[src/rtl/pipeline_fwd_pkg.sv]
// Shared definitions for the 3-stage forwarding ALU pipeline: opcodes,
// instruction field positions and the decoded-instruction record.
package pipeline_fwd_pkg;

  localparam logic [2:0] ALU_ADD = 3'b000;
  localparam logic [2:0] ALU_SUB = 3'b001;
  localparam logic [2:0] ALU_AND = 3'b010;
  localparam logic [2:0] ALU_OR  = 3'b011;
  localparam logic [2:0] ALU_XOR = 3'b100;
  localparam logic [2:0] ALU_SLT = 3'b101;
  localparam logic [2:0] ALU_SLL = 3'b110;
  localparam logic [2:0] ALU_SRL = 3'b111;

  localparam int OP_HI   = 31;
  localparam int OP_LO   = 29;
  localparam int ISEL_B  = 28;
  localparam int WE_B    = 27;
  localparam int RD_HI   = 26;
  localparam int RD_LO   = 22;
  localparam int RS1_HI  = 21;
  localparam int RS1_LO  = 17;
  localparam int RS2_HI  = 16;
  localparam int RS2_LO  = 12;
  localparam int IMM_HI  = 11;
  localparam int IMM_LO  = 0;

  typedef struct packed {
    logic [2:0]  alu_op;
    logic        imm_sel;
    logic        we;
    logic [4:0]  rd;
    logic [4:0]  rs1;
    logic [4:0]  rs2;
    logic [11:0] imm;
  } dec_t;

  function automatic dec_t decode(input logic [31:0] w);
    dec_t d;
    d.alu_op  = w[OP_HI:OP_LO];
    d.imm_sel = w[ISEL_B];
    d.we      = w[WE_B];
    d.rd      = w[RD_HI:RD_LO];
    d.rs1     = w[RS1_HI:RS1_LO];
    d.rs2     = w[RS2_HI:RS2_LO];
    d.imm     = w[IMM_HI:IMM_LO];
    return d;
  endfunction

endpackage

[src/rtl/alu_param.sv]
// Combinational DW-bit ALU; shifts use only the low log2(DW) bits of b.
module alu_param
  import pipeline_fwd_pkg::*;
#(
  parameter int DW = 32
) (
  input  logic [2:0]    op,
  input  logic [DW-1:0] a,
  input  logic [DW-1:0] b,
  output logic [DW-1:0] y
);
  localparam int SW = $clog2(DW);

  logic [SW-1:0] sh;
  assign sh = b[SW-1:0];

  always_comb begin
    y = '0;
    case (op)
      ALU_ADD: y = a + b;
      ALU_SUB: y = a - b;
      ALU_AND: y = a & b;
      ALU_OR:  y = a | b;
      ALU_XOR: y = a ^ b;
      ALU_SLT: y = {{(DW-1){1'b0}}, ($signed(a) < $signed(b))};
      ALU_SLL: y = a << sh;
      ALU_SRL: y = a >> sh;
      default: y = '0;
    endcase
  end

endmodule

[src/rtl/pipeline_fwd.sv]
// 3-stage in-order ALU pipeline (S1 decode/read, S2 execute, S3 writeback)
// resolving RAW hazards by forwarding (FWD_EN=1) or by an S1 interlock.
module pipeline_fwd
  import pipeline_fwd_pkg::*;
#(
  parameter int DW     = 32,
  parameter int FWD_EN = 1,
  parameter int NREGS  = 32
) (
  input  logic          clk,
  input  logic          rst,
  input  logic          in_valid,
  output logic          in_ready,
  input  logic [31:0]   instr_in,
  output logic          out_valid,
  output logic          out_we,
  output logic [4:0]    out_rd,
  output logic [DW-1:0] out_data
);
  localparam bit FWD = (FWD_EN != 0);

  logic [NREGS-1:0][DW-1:0] rf_q, rf_d;
  logic [3:1]               vld_pipe_q, vld_pipe_d;
  dec_t                     s1_q, s1_d;
  logic [2:0]               s2_op_q, s2_op_d;
  logic                     s2_imm_sel_q, s2_imm_sel_d, s2_we_q, s2_we_d;
  logic [4:0]               s2_rd_q, s2_rd_d, s2_rs1_q, s2_rs1_d, s2_rs2_q, s2_rs2_d;
  logic [DW-1:0]            s2_a_q, s2_a_d, s2_b_q, s2_b_d;
  logic                     s3_we_q, s3_we_d;
  logic [4:0]               s3_rd_q, s3_rd_d;
  logic [DW-1:0]            s3_data_q, s3_data_d;

  logic          s2_wr, s3_wr, hz1, hz2, stall, fwd_a, fwd_b;
  logic [DW-1:0] rs1_val, rs2_val, imm_ext, alu_a, alu_b, alu_y;

  assign s2_wr   = vld_pipe_q[2] && s2_we_q;
  assign s3_wr   = vld_pipe_q[3] && s3_we_q;
  assign imm_ext = DW'($signed(s1_q.imm));

  // Register read with write-through from the instruction retiring this cycle.
  always_comb begin
    rs1_val = rf_q[s1_q.rs1];
    if (s3_wr && s3_rd_q == s1_q.rs1) rs1_val = s3_data_q;
    if (s1_q.rs1 == '0) rs1_val = '0;
    rs2_val = rf_q[s1_q.rs2];
    if (s3_wr && s3_rd_q == s1_q.rs2) rs2_val = s3_data_q;
    if (s1_q.rs2 == '0) rs2_val = '0;
  end

  assign hz1 = (s1_q.rs1 != '0) &&
               ((s2_wr && s2_rd_q == s1_q.rs1) || (s3_wr && s3_rd_q == s1_q.rs1));
  assign hz2 = !s1_q.imm_sel && (s1_q.rs2 != '0) &&
               ((s2_wr && s2_rd_q == s1_q.rs2) || (s3_wr && s3_rd_q == s1_q.rs2));
  assign stall    = !FWD && vld_pipe_q[1] && (hz1 || hz2);
  assign in_ready = !stall;

  assign fwd_a = FWD && s3_wr && (s3_rd_q != '0) && (s3_rd_q == s2_rs1_q);
  assign fwd_b = FWD && s3_wr && !s2_imm_sel_q && (s3_rd_q != '0) && (s3_rd_q == s2_rs2_q);
  assign alu_a = fwd_a ? s3_data_q : s2_a_q;
  assign alu_b = fwd_b ? s3_data_q : s2_b_q;

  alu_param #(.DW(DW)) u_alu (
    .op (s2_op_q),
    .a  (alu_a),
    .b  (alu_b),
    .y  (alu_y)
  );

  always_comb begin
    vld_pipe_d = vld_pipe_q;
    s1_d       = s1_q;
    if (!stall) begin
      vld_pipe_d[1] = in_valid;
      s1_d          = decode(instr_in);
    end
    // A held S1 instruction leaves a bubble behind it in S2.
    vld_pipe_d[2] = vld_pipe_q[1] && !stall;
    s2_op_d       = s1_q.alu_op;
    s2_imm_sel_d  = s1_q.imm_sel;
    s2_we_d       = s1_q.we;
    s2_rd_d       = s1_q.rd;
    s2_rs1_d      = s1_q.rs1;
    s2_rs2_d      = s1_q.rs2;
    s2_a_d        = rs1_val;
    s2_b_d        = s1_q.imm_sel ? imm_ext : rs2_val;
    vld_pipe_d[3] = vld_pipe_q[2];
    s3_we_d       = vld_pipe_q[2] && s2_we_q;
    s3_rd_d       = vld_pipe_q[2] ? s2_rd_q : '0;
    s3_data_d     = vld_pipe_q[2] ? alu_y : '0;
    rf_d          = rf_q;
    if (s3_wr && s3_rd_q != '0) rf_d[s3_rd_q] = s3_data_q;
  end

  always_ff @(posedge clk or posedge rst) begin
    if (rst) begin
      rf_q         <= '0;
      vld_pipe_q   <= '0;
      s1_q         <= '0;
      s2_op_q      <= '0;
      s2_imm_sel_q <= 1'b0;
      s2_we_q      <= 1'b0;
      s2_rd_q      <= '0;
      s2_rs1_q     <= '0;
      s2_rs2_q     <= '0;
      s2_a_q       <= '0;
      s2_b_q       <= '0;
      s3_we_q      <= 1'b0;
      s3_rd_q      <= '0;
      s3_data_q    <= '0;
    end else begin
      rf_q         <= rf_d;
      vld_pipe_q   <= vld_pipe_d;
      s1_q         <= s1_d;
      s2_op_q      <= s2_op_d;
      s2_imm_sel_q <= s2_imm_sel_d;
      s2_we_q      <= s2_we_d;
      s2_rd_q      <= s2_rd_d;
      s2_rs1_q     <= s2_rs1_d;
      s2_rs2_q     <= s2_rs2_d;
      s2_a_q       <= s2_a_d;
      s2_b_q       <= s2_b_d;
      s3_we_q      <= s3_we_d;
      s3_rd_q      <= s3_rd_d;
      s3_data_q    <= s3_data_d;
    end
  end

  assign out_valid = vld_pipe_q[3];
  assign out_we    = s3_we_q;
  assign out_rd    = s3_rd_q;
  assign out_data  = s3_data_q;

endmodule

[config.mk]
export PLATFORM = sky130hd
export DESIGN_NAME = pipeline_fwd
export DESIGN_NICKNAME = d
export VERILOG_FILES = /design/src/rtl/pipeline_fwd_pkg.sv /design/src/rtl/alu_param.sv /design/src/rtl/pipeline_fwd.sv
export SDC_FILE = /design/constraint.sdc
export NUM_CORES = 2
export LEC_CHECK = 0
export ABC_AREA = 1
export BUFFER_PORTS_ARGS = -buffer_cell sky130_fd_sc_hd__buf_4
export CAP_MARGIN = 0
export CELL_PAD_IN_SITES_DETAIL_PLACEMENT = 0
export CELL_PAD_IN_SITES_GLOBAL_PLACEMENT = 1
export CORE_MARGIN = 4
export CORE_UTILIZATION = 47
export DETAILED_ROUTE_END_ITERATION = 6
export GPL_ROUTABILITY_DRIVEN = 1
export PLACE_DENSITY_LB_ADDON = 0.25
export SETUP_SLACK_MARGIN = 0.5
export SLEW_MARGIN = 25
export SYNTH_ARGS = -nofsm -noshare
export SYNTH_HDL_FRONTEND = slang
export SYNTH_HIERARCHICAL = 1
export SYNTH_SLANG_ARGS = --single-unit
[constraint.sdc]
create_clock -name clk -period 51.8 [get_ports clk]
set_clock_uncertainty 0.05 [all_clocks]
set_input_delay 5.18 -clock clk [delete_from_list [all_inputs] [get_ports clk]]
set_output_delay 5.18 -clock clk [all_outputs]
set_load 0.02 [all_outputs]
==> flow_summary.ini <==
[yosys]
yosys_register_bits = 1181
yosys_warnings = 6
synth_cell_type_count = 51
yosys.area.top_type = dfrtp_1
synth_most_common_cell = nand2_1
syn_inst = 11500
netlist_area_sq_mm = 0.0744
ys.flop_type = dfrtp_1
synth_edf_count = 0
synth.area.top_cells = dfrtp_1, nand2_1, nand3_1, o21ai_0, inv_1
synth_seq_area_share_pct = 39.7
ys_top_cells_by_count = nand2_1, nand3_1, dfrtp_1, o21ai_0, inv_1
async_flop_share_pct = 100
synth_fp_nets = 11600
avgSynthCellArea_sq_um = 6.50
yosysTopAreaCellShare_pct = 39.7

[detailed_routing]
drt_pre_antenna_iters = 7
drc = 1
wl_per_cell_um = 24.0
drt-initial-drc-count = 10100
drt-total-wl_um = 315000
vias_per_cell = 5.81
vias = 76400
detail-route-antenna-nets = 0

[worst_setup_path]
path_class = in2async
crit_fanout = 110
critPathArrivalTime_ps = 8390
r2r_cells = 26
worst_setup_path_start_kind = primary input
end_kind = async pin
cp.required_ps = 52550
reg2reg_slack_ps = 45850

[power]
p_switching_mw = 0.864
seqPwrFrac_pct = 39.0
power_density_mw_per_mm2 = 31.7
p_int_mw = 1.69
p_sw_share_pct = 33.9
leakagePower_nw = 39.5
p_comb_share_pct = 21.0
vdd_ir_drop_max_uv = 36.6
clkPwrFrac_pct = 40.0

[sta]
hold_viol_final = 0
holdWs_ps = 297
tns_ps = 0
maxClockFrequency_mhz = 131
setup_viol = 0
min_period_over_period_pct = 14.7
rsz0062_at_grt = false
finalWorstSetupSlack_ps = 44160
slew_viol_final = 0
finalCriticalPeriod_ps = 7640
tightest_slew_ps = 1150
slew-limit-headroom_pct = 23.2

[global_routing]
grtUsageTotal_pct = 37.7
grt_overflow_total = 0
antenna_found_initial = 6
grt_pass1_wl_um = 466000
grt_max_degree = 187
grt_pass1_vias = 70900

[clocking]
cts_buffers = 140
cts.sinks = 1181
clk_path_buf_depth = 3
postCtsHoldBufs = 0
cts_tree = built
clk_pin_slew_ps = 60
root_buffer = clkbuf_16
htree_num_levels = 4
insertion_delay_ps = 800
cts_setup_buffers = 0
ctsResizeCount = 0

[place]
dp.final_hpwl_um = 187000
port-buffer-count = 73
gp_congestion = 0.960
dp_slack_ps = 42990

[run]
maxCapViolations = 0

[hold_path]
hold_class = reg2reg
whs_path_depth = 0

[layout]
fillers = 15900
layout-drive-gt1-share_pct = 5.63
syn2layout_area_growth_pct = 8.12
fin_nets = 11100
utilization_pct = 51.3

[floorplanning]
fp.dieW_um = 406
io_pins = 75
dieArea_sq_mm = 0.165
start_util_pct = 47.5
row_count = 145
core_area_sq_mm = 0.157
die_h_um = 406

[outcome]
violations = DRC
outcome = finished with violations
[flip-flops by register name, summed over array words and instances, names as in the netlist, 5 cells and up]
name	count
out_data	32
s2_rs2_d	5
s2_rs1_d	5
s2_rs1_q	5
s2_rd_d	5
imm_ext	12
out_rd	5
s2_rd_q	5
s2_a_q	32
s2_rs2_q	5
rf_q	1024
s2_b_q	32
[final cells by class]
class | instances | area [sq um] | area share, %
repair buffers | 237 | 1990 | 2.48
well taps | 2058 | 2570 | 3.20
inverters | 1099 | 4170 | 5.18
clock buffers | 203 | 4090 | 5.08
multi-input cells | 8309 | 37400 | 46.5
diodes | 2 | 5.00 | 0.00622
clock inverters | 55 | 671 | 0.833
flip-flops and latches | 1181 | 29600 | 36.8
[logic make-up (layout without fill, tap and decap cells)]
kind of cell	Yosys count	after routing	synth area share (%)
AOI/OAI and AO/OA	1604	1604	11.5
xor gates and xnor gates	15	15	0.176
adders and majority gates	99	99	1.68
buffers and inverters	1967	1594	10.4
DFF	1181	1181	39.7
other	1	3	0.00504
and+or+nand+nor	6590	6590	36.4
[layout by cell type, fill, tap and decap left out, types with 5 or more instances in the layout]
cell,netlist,routed
a21oi_1,148,148
a31oi_1,8,8
and2_1,13,13
buf_12,0,8
buf_16,0,5
buf_4,14,220
bufinv_16,0,7
clkbuf_1,501,29
clkbuf_16,0,141
clkbuf_8,0,33
clkinv_1,1,8
clkinv_16,0,5
clkinv_2,0,27
clkinvlp_4,0,5
dfrtp_1,1181,1171
dfrtp_4,0,9
ha_1,97,97
inv_1,1078,1057
inv_2,19,26
inv_6,0,7
inv_8,0,5
nand2_1,4169,4159
nand2_2,27,6
nand2_4,0,30
nand3_1,1532,1530
nand4_1,34,34
nor2_1,722,718
nor3_1,24,24
nor3_2,9,9
o211ai_1,173,173
o21ai_0,1124,1115
o21ai_1,104,109
o21bai_1,7,7
o22ai_1,21,21
or2_2,43,43
xor2_1,13,13
[power by group through the flow]
stage          logic (mW)  registers [mW]  clock network (mW)
2_1_floorplan       0.340            1.00                   0
3_3_place_gp        0.521            1.01                   0
3_5_place_dp        0.522            1.01                   0
4_1_cts             0.524           0.994                1.03
5_1_grt             0.584           0.998                1.07
6_report            0.535           0.995                1.02
[through the flow]
stage                     cell area [sq um]  cells  power, mW
after floorplan                       74400  11500       1.34
after global placement                75500  12900       1.53
after detailed placement              75600  12900       1.53
after CTS                             80400  13100       2.55
after global routing                  80500  13100       2.65
final                                 80500  13100       2.55
[metal layers]
layer | vias to the layer above | routed length, um | global-route usage (%)
li1 | 35300 | - | -
met1 | 36300 | 132000 | 52.8
met2 | 4105 | 136000 | 57.5
met3 | 721 | 32200 | 6.92
met4 | 2 | 14900 | 16.1
met5 | - | 13 | 0
[worst paths after layout]
kind | from | end
min in group asynchronous | rst | rf_q[929]
worst max register to register | out_rd[3] | out_data[31]
max in group clk | out_rd[3] | out_rd[3]
worst min register to register | s2_rd_d[2] | s2_rd_q[2]
worst max-delay path | rst | rf_q[323]
worst min-delay path | s2_rd_d[2] | s2_rd_q[2]
[critical path: stages]
cell	delay, ps
buf_4	130
inv_8	540
buf_4	880
buf_6	630
buf_4	770
Power figures use the tool's default switching activity.
